## config.mk

```make
export PLATFORM = sky130hd
export DESIGN_NAME = addsub_arbiter
export DESIGN_NICKNAME = d
export VERILOG_FILES = /design/src/rtl/addsub_arbiter.sv
export SDC_FILE = /design/constraint.sdc
export NUM_CORES = 1
export LEC_CHECK = 0
export CAP_MARGIN = 10
export CELL_PAD_IN_SITES_DETAIL_PLACEMENT = 1
export CELL_PAD_IN_SITES_GLOBAL_PLACEMENT = 2
export CORE_UTILIZATION = 18
export DETAILED_ROUTE_END_ITERATION = 12
export GPL_ROUTABILITY_DRIVEN = 0
export HOLD_SLACK_MARGIN = 0.03
export PLACE_DENSITY = 0.76
export SETUP_SLACK_MARGIN = 0.5
export SYNTH_ARGS = -nofsm -noshare
export SYNTH_HDL_FRONTEND = slang
export SYNTH_SLANG_ARGS = --single-unit
```

## constraint.sdc

```tcl
create_clock -name clk -period 2.5 [get_ports clk]
set_clock_uncertainty 0.05 [all_clocks]
set_input_delay 0.625 -clock clk [delete_from_list [all_inputs] [get_ports clk]]
set_output_delay 0.625 -clock clk [all_outputs]
set_load 0.005 [all_outputs]
```

## src/rtl/addsub_arbiter.sv

```systemverilog
// Round-robin sequencer that time-shares one external adder/subtractor among NUM_REQ requesters.
// Optional signed-overflow output rsp_ovf is enabled by defining ADDSUB_ARB_OVF_EN.
module addsub_arbiter #(
  parameter int WIDTH   = 16,
  parameter int NUM_REQ = 4,
  parameter int ID_W    = 2
) (
  input  logic                     clk,
  input  logic                     rst_n,
  input  logic [NUM_REQ-1:0]       req_valid,
  output logic [NUM_REQ-1:0]       req_ready,
  input  logic [NUM_REQ*WIDTH-1:0] req_a,
  input  logic [NUM_REQ*WIDTH-1:0] req_b,
  input  logic [NUM_REQ-1:0]       req_m,
  output logic [WIDTH-1:0]         add_a,
  output logic [WIDTH-1:0]         add_b,
  output logic                     add_m,
  input  logic [WIDTH-1:0]         add_sum,
  input  logic                     add_cout,
  output logic                     rsp_valid,
  input  logic                     rsp_ready,
  output logic [ID_W-1:0]          rsp_id,
  output logic [WIDTH-1:0]         rsp_sum,
  output logic                     rsp_cout
`ifdef ADDSUB_ARB_OVF_EN
  ,
  output logic                     rsp_ovf
`endif
);

  typedef enum logic [1:0] {IDLE, EXEC, RESP} state_t;

  state_t          state;
  logic [ID_W-1:0] last_grant;
  logic [ID_W-1:0] cur_id;
  logic [ID_W-1:0] cand;
  logic [ID_W-1:0] grant_id;
  logic            grant_hit;
  logic [WIDTH-1:0] sel_a;
  logic [WIDTH-1:0] sel_b;
  logic             sel_m;

`ifdef ADDSUB_ARB_OVF_EN
  function automatic logic ovf_of(input logic [WIDTH-1:0] a, input logic [WIDTH-1:0] b,
                                  input logic [WIDTH-1:0] s, input logic m);
    logic bx_msb;
    bx_msb = b[WIDTH-1] ^ m;
    return (a[WIDTH-1] == bx_msb) && (s[WIDTH-1] != a[WIDTH-1]);
  endfunction
`endif

  // Rotating search starting just after the previous winner.
  always_comb begin
    cand      = last_grant;
    grant_id  = '0;
    grant_hit = 1'b0;
    for (int k = 0; k < NUM_REQ; k++) begin
      cand = (cand == ID_W'(NUM_REQ - 1)) ? '0 : cand + 1'b1;
      if (!grant_hit && req_valid[cand]) begin
        grant_hit = 1'b1;
        grant_id  = cand;
      end
    end
  end

  always_comb begin
    sel_a = '0;
    sel_b = '0;
    sel_m = 1'b0;
    for (int i = 0; i < NUM_REQ; i++) begin
      if (grant_id == ID_W'(i)) begin
        sel_a = req_a[i*WIDTH +: WIDTH];
        sel_b = req_b[i*WIDTH +: WIDTH];
        sel_m = req_m[i];
      end
    end
  end

  always_comb begin
    req_ready = '0;
    if (rst_n && state == IDLE && grant_hit) req_ready[grant_id] = 1'b1;
  end

  always_ff @(posedge clk) begin
    if (!rst_n) begin
      state      <= IDLE;
      last_grant <= ID_W'(NUM_REQ - 1);
      cur_id     <= '0;
      add_a      <= '0;
      add_b      <= '0;
      add_m      <= 1'b0;
      rsp_valid  <= 1'b0;
      rsp_id     <= '0;
      rsp_sum    <= '0;
      rsp_cout   <= 1'b0;
`ifdef ADDSUB_ARB_OVF_EN
      rsp_ovf    <= 1'b0;
`endif
    end else begin
      case (state)
        IDLE: begin
          if (grant_hit) begin
            add_a      <= sel_a;
            add_b      <= sel_b;
            add_m      <= sel_m;
            cur_id     <= grant_id;
            last_grant <= grant_id;
            state      <= EXEC;
          end
        end
        // Shared adder has had a full cycle to settle on the registered operands.
        EXEC: begin
          rsp_sum   <= add_sum;
          rsp_cout  <= add_cout;
          rsp_id    <= cur_id;
`ifdef ADDSUB_ARB_OVF_EN
          rsp_ovf   <= ovf_of(add_a, add_b, add_sum, add_m);
`endif
          rsp_valid <= 1'b1;
          state     <= RESP;
        end
        RESP: begin
          if (rsp_ready) begin
            rsp_valid <= 1'b0;
            state     <= IDLE;
          end
        end
        default: state <= IDLE;
      endcase
    end
  end

endmodule
```

==> results.json <==
{
  "grt_pass1_vias": 4655,
  "p_per_area_mw_per_mm2": 904,
  "grt_util_met3_pct": 4.32,
  "synth_seq_cells": 59,
  "failed_checks": "negative setup slack",
  "finalSetupViolCount": 37,
  "first_iter_violations": 126,
  "ant_nets": 0,
  "io_pins": 213,
  "drive_above_1_share_pct": 22.3,
  "clock.fmax_ghz": 0.340,
  "arrival_ps": 2270,
  "leakagePower_nw": 2.87,
  "core_mm2": 0.0189,
  "drt_wl_total_um": 16700,
  "finalCriticalPeriod_ps": 2940,
  "final_core_util_pct": 38.8,
  "async_flop_share_pct": 0,
  "syn-cell-area_mm2": 0.00349,
  "finalHoldViolCount": 0,
  "antenna_cells": 0,
  "h-tree-depth": 3,
  "place_area_mm2": 0.00617,
  "layout.nets": 852,
  "syn-num-nets": 584,
  "crit_type": "reg -> out",
  "maxSlewHeadroom_pct": 58.0,
  "tns_ps": -10750,
  "slew_viol_final": 0,
  "numCtsBuffers": 9,
  "status": "finished with violations",
  "wl_per_cell_um": 17.4,
  "final_area_mm2": 0.00734,
  "ys_types": 46,
  "gr-usage-met2_pct": 29.4,
  "cts_hold_buf": 0,
  "yosys_most_used_dff": "dfxtp_1",
  "rsz0062_at_grt": "true",
  "slowest_stage": "or3b_4",
  "crit_path_end_kind": "output pin",
  "via_per_inst": 4.49,
  "final_cell_count_no_fill": 960,
  "netlist_instances": 427,
  "grt_max_degree": 30,
  "synth_edf_count": 0,
  "synth_area_per_cell_um2": 8.18,
  "synthAdderAreaFrac_pct": 0.358,
  "path_buf_inv": 3,
  "dpl.cell_count": 905,
  "top_usage_layer": "met2",
  "route.detailed.drc": 0,
  "clock-root-buffer": "clkbuf_16",
  "synth-simple-area-share_pct": 21.5,
  "start_util_pct": 18.5,
  "antenna_found_initial": 0,
  "hold_path_class": "reg -> reg",
  "synth_compound_area_share_pct": 21.1,
  "worst_slew_pin_slew_ps": 628,
  "dp_hpwl_um": 11600,
  "die_x_um": 141,
  "area_growth_pct": 110,
  "cts_tree": "built",
  "ys_warn_count": 0,
  "grt.met1_usage_pct": 19.6,
  "fin_ws_ps": -442,
  "power.total_mw": 6.63,
  "synth_xor_area_share_pct": 0.466,
  "crit_required_ps": 1820,
  "port_buffers": 212,
  "ir_drop_uv": 356,
  "synth_top_family_by_area": "simple AND/OR/NAND/NOR gates",
  "yosysSeqAreaShare_pct": 33.8,
  "critical_path.startpoint_type": "flip-flop",
  "grt.overflow.total": 0,
  "period_share_pct": 118,
  "cap_violations": 0,
  "muxShareOfSynthArea_pct": 15.8,
  "die_h_um": 141,
  "vias": 4313,
  "cp_cell_sequence": "ha_4 > or3b_4 > o211ai_1 > a211o_1 > buf_6 > nand3_4 > buf_12 > nor2_4 > buf_2",
  "grt_pass1_wl_um": 25400,
  "cts_sinks": 59,
  "critical-path-top-delay-family": "simple AND/OR/NAND/NOR gates",
  "insertion_delay_ps": 330,
  "dieArea_mm2": 0.0200,
  "path_max_fanout": 4,
  "clkTransAtPathRegs_ps": 50,
  "rows": 50,
  "dr.pass1.iters": 4,
  "ctsLongestPathBuffers": 2,
  "track_usage_pct": 16.6,
  "max_stage_delay_ps": 400
}
[worst min-delay path: stages, from the launching register on]
cell      delay, ps
dfxtp_1         320
nand2_1          50
o221ai_1         50
[per-layer routing]
metal | part of all wire [%] | wire length [um]
met3 | 6.5 | 1080
met4 | 1.5 | 248
met5 | 0 | 0
met1 | 42 | 7070
met2 | 50 | 8270
[cells in the final DEF (no fill, tap or decap), types with 7 or more instances in the layout]
cell type | synthesis | layout
o221ai_2 | 0 | 8
o21ai_0 | 32 | 31
buf_4 | 4 | 42
dfxtp_1 | 59 | 57
buf_12 | 2 | 8
buf_16 | 0 | 7
a32oi_1 | 14 | 7
a32oi_2 | 0 | 7
nand3_1 | 29 | 28
clkdlybuf4s50_1 | 0 | 204
clkbuf_16 | 0 | 9
mux2i_1 | 53 | 46
a21boi_0 | 20 | 20
nand2_1 | 105 | 102
buf_6 | 4 | 23
o221ai_1 | 19 | 11
[power by group]
part	internal, mW	leakage, nW	switching (mW)	total (mW)
Sequential	1.20	0.486	0.178	1.38
Combinational	2.29	2.24	1.61	3.90
Clock	0.874	0.153	0.484	1.36
Total	4.36	2.87	2.27	6.63
[logic make-up after synthesis]
kind of cell             Yosys count
adder cells (fa/ha/maj)            1
buffers and inverters             41
XOR/XNOR                           1
AND/OR/NAND/NOR                  168
AO/OA/AOI/OAI                    103
flip-flops                        59
multiplexers                      54
[cell type report]
type                       instances  area (um2)
sequential                        59        1180
clock buffer                      10         229
clock inverter                     6        90.1
timing repair buffer             293        3060
tap                              260         325
multi-input combinational        327        2430
fill                            2164       11600
inverter                           5        18.8
[worst paths after layout]
| kind | start | endpoint | slack (ps) | cells after the start |
|---|---|---|---|---|
| hold / removal | add_b[15]$_SDFFE_PN0P_ | add_b[15]$_SDFFE_PN0P_ | 410 | 2 |
| hold reg to reg | add_b[15]$_SDFFE_PN0P_ | add_b[15]$_SDFFE_PN0P_ | 410 | 2 |
| setup reg to reg | last_grant[0]$_SDFFE_PN1P_ | add_a[15]$_SDFFE_PN0P_ | -340 | 15 |
| setup / recovery | last_grant[0]$_SDFFE_PN1P_ | req_ready[2] | -440 | 9 |
[repair_timing]
item / in CTS / in global routing
cloned: 8 / 0
endpoints found under the setup margin: 41 / 41
buffers inserted: 24 / 7
resized for setup: 78 / 31
pin swaps: 37 / 16
[stage by stage]
step           setup slack, ps  hold WS, ps
6_report                  -442          411
5_1_grt                   -515          447
4_1_cts                   -467          419
3_5_place_dp             -1080          406
3_3_place_gp             -1040          394
2_1_floorplan            -75.3          388
[cells in the mapped netlist (4+ instances only)]
master | instances | area share, %
nor2_1 | 11 | 1.2
buf_6 | 4 | 1.3
buf_4 | 4 | 0.86
nor2b_1 | 5 | 0.90
o221ai_1 | 19 | 4.8
buf_2 | 10 | 1.4
clkbuf_1 | 16 | 1.7
a21boi_0 | 20 | 4.3
dfxtp_1 | 59 | 34
a32oi_1 | 14 | 3.5
nand2_1 | 105 | 11
o21ai_0 | 32 | 4.6
nand3_1 | 29 | 4.2
mux2i_1 | 53 | 15
[registers in the layout (all words and copies together), names as in the netlist]
name        count
add_a          16
add_b          16
add_m           1
cur_id          2
last_grant      2
rsp_cout        1
rsp_id          2
rsp_sum        16
rsp_valid       1
state           2
Power figures use the tool's default switching activity.
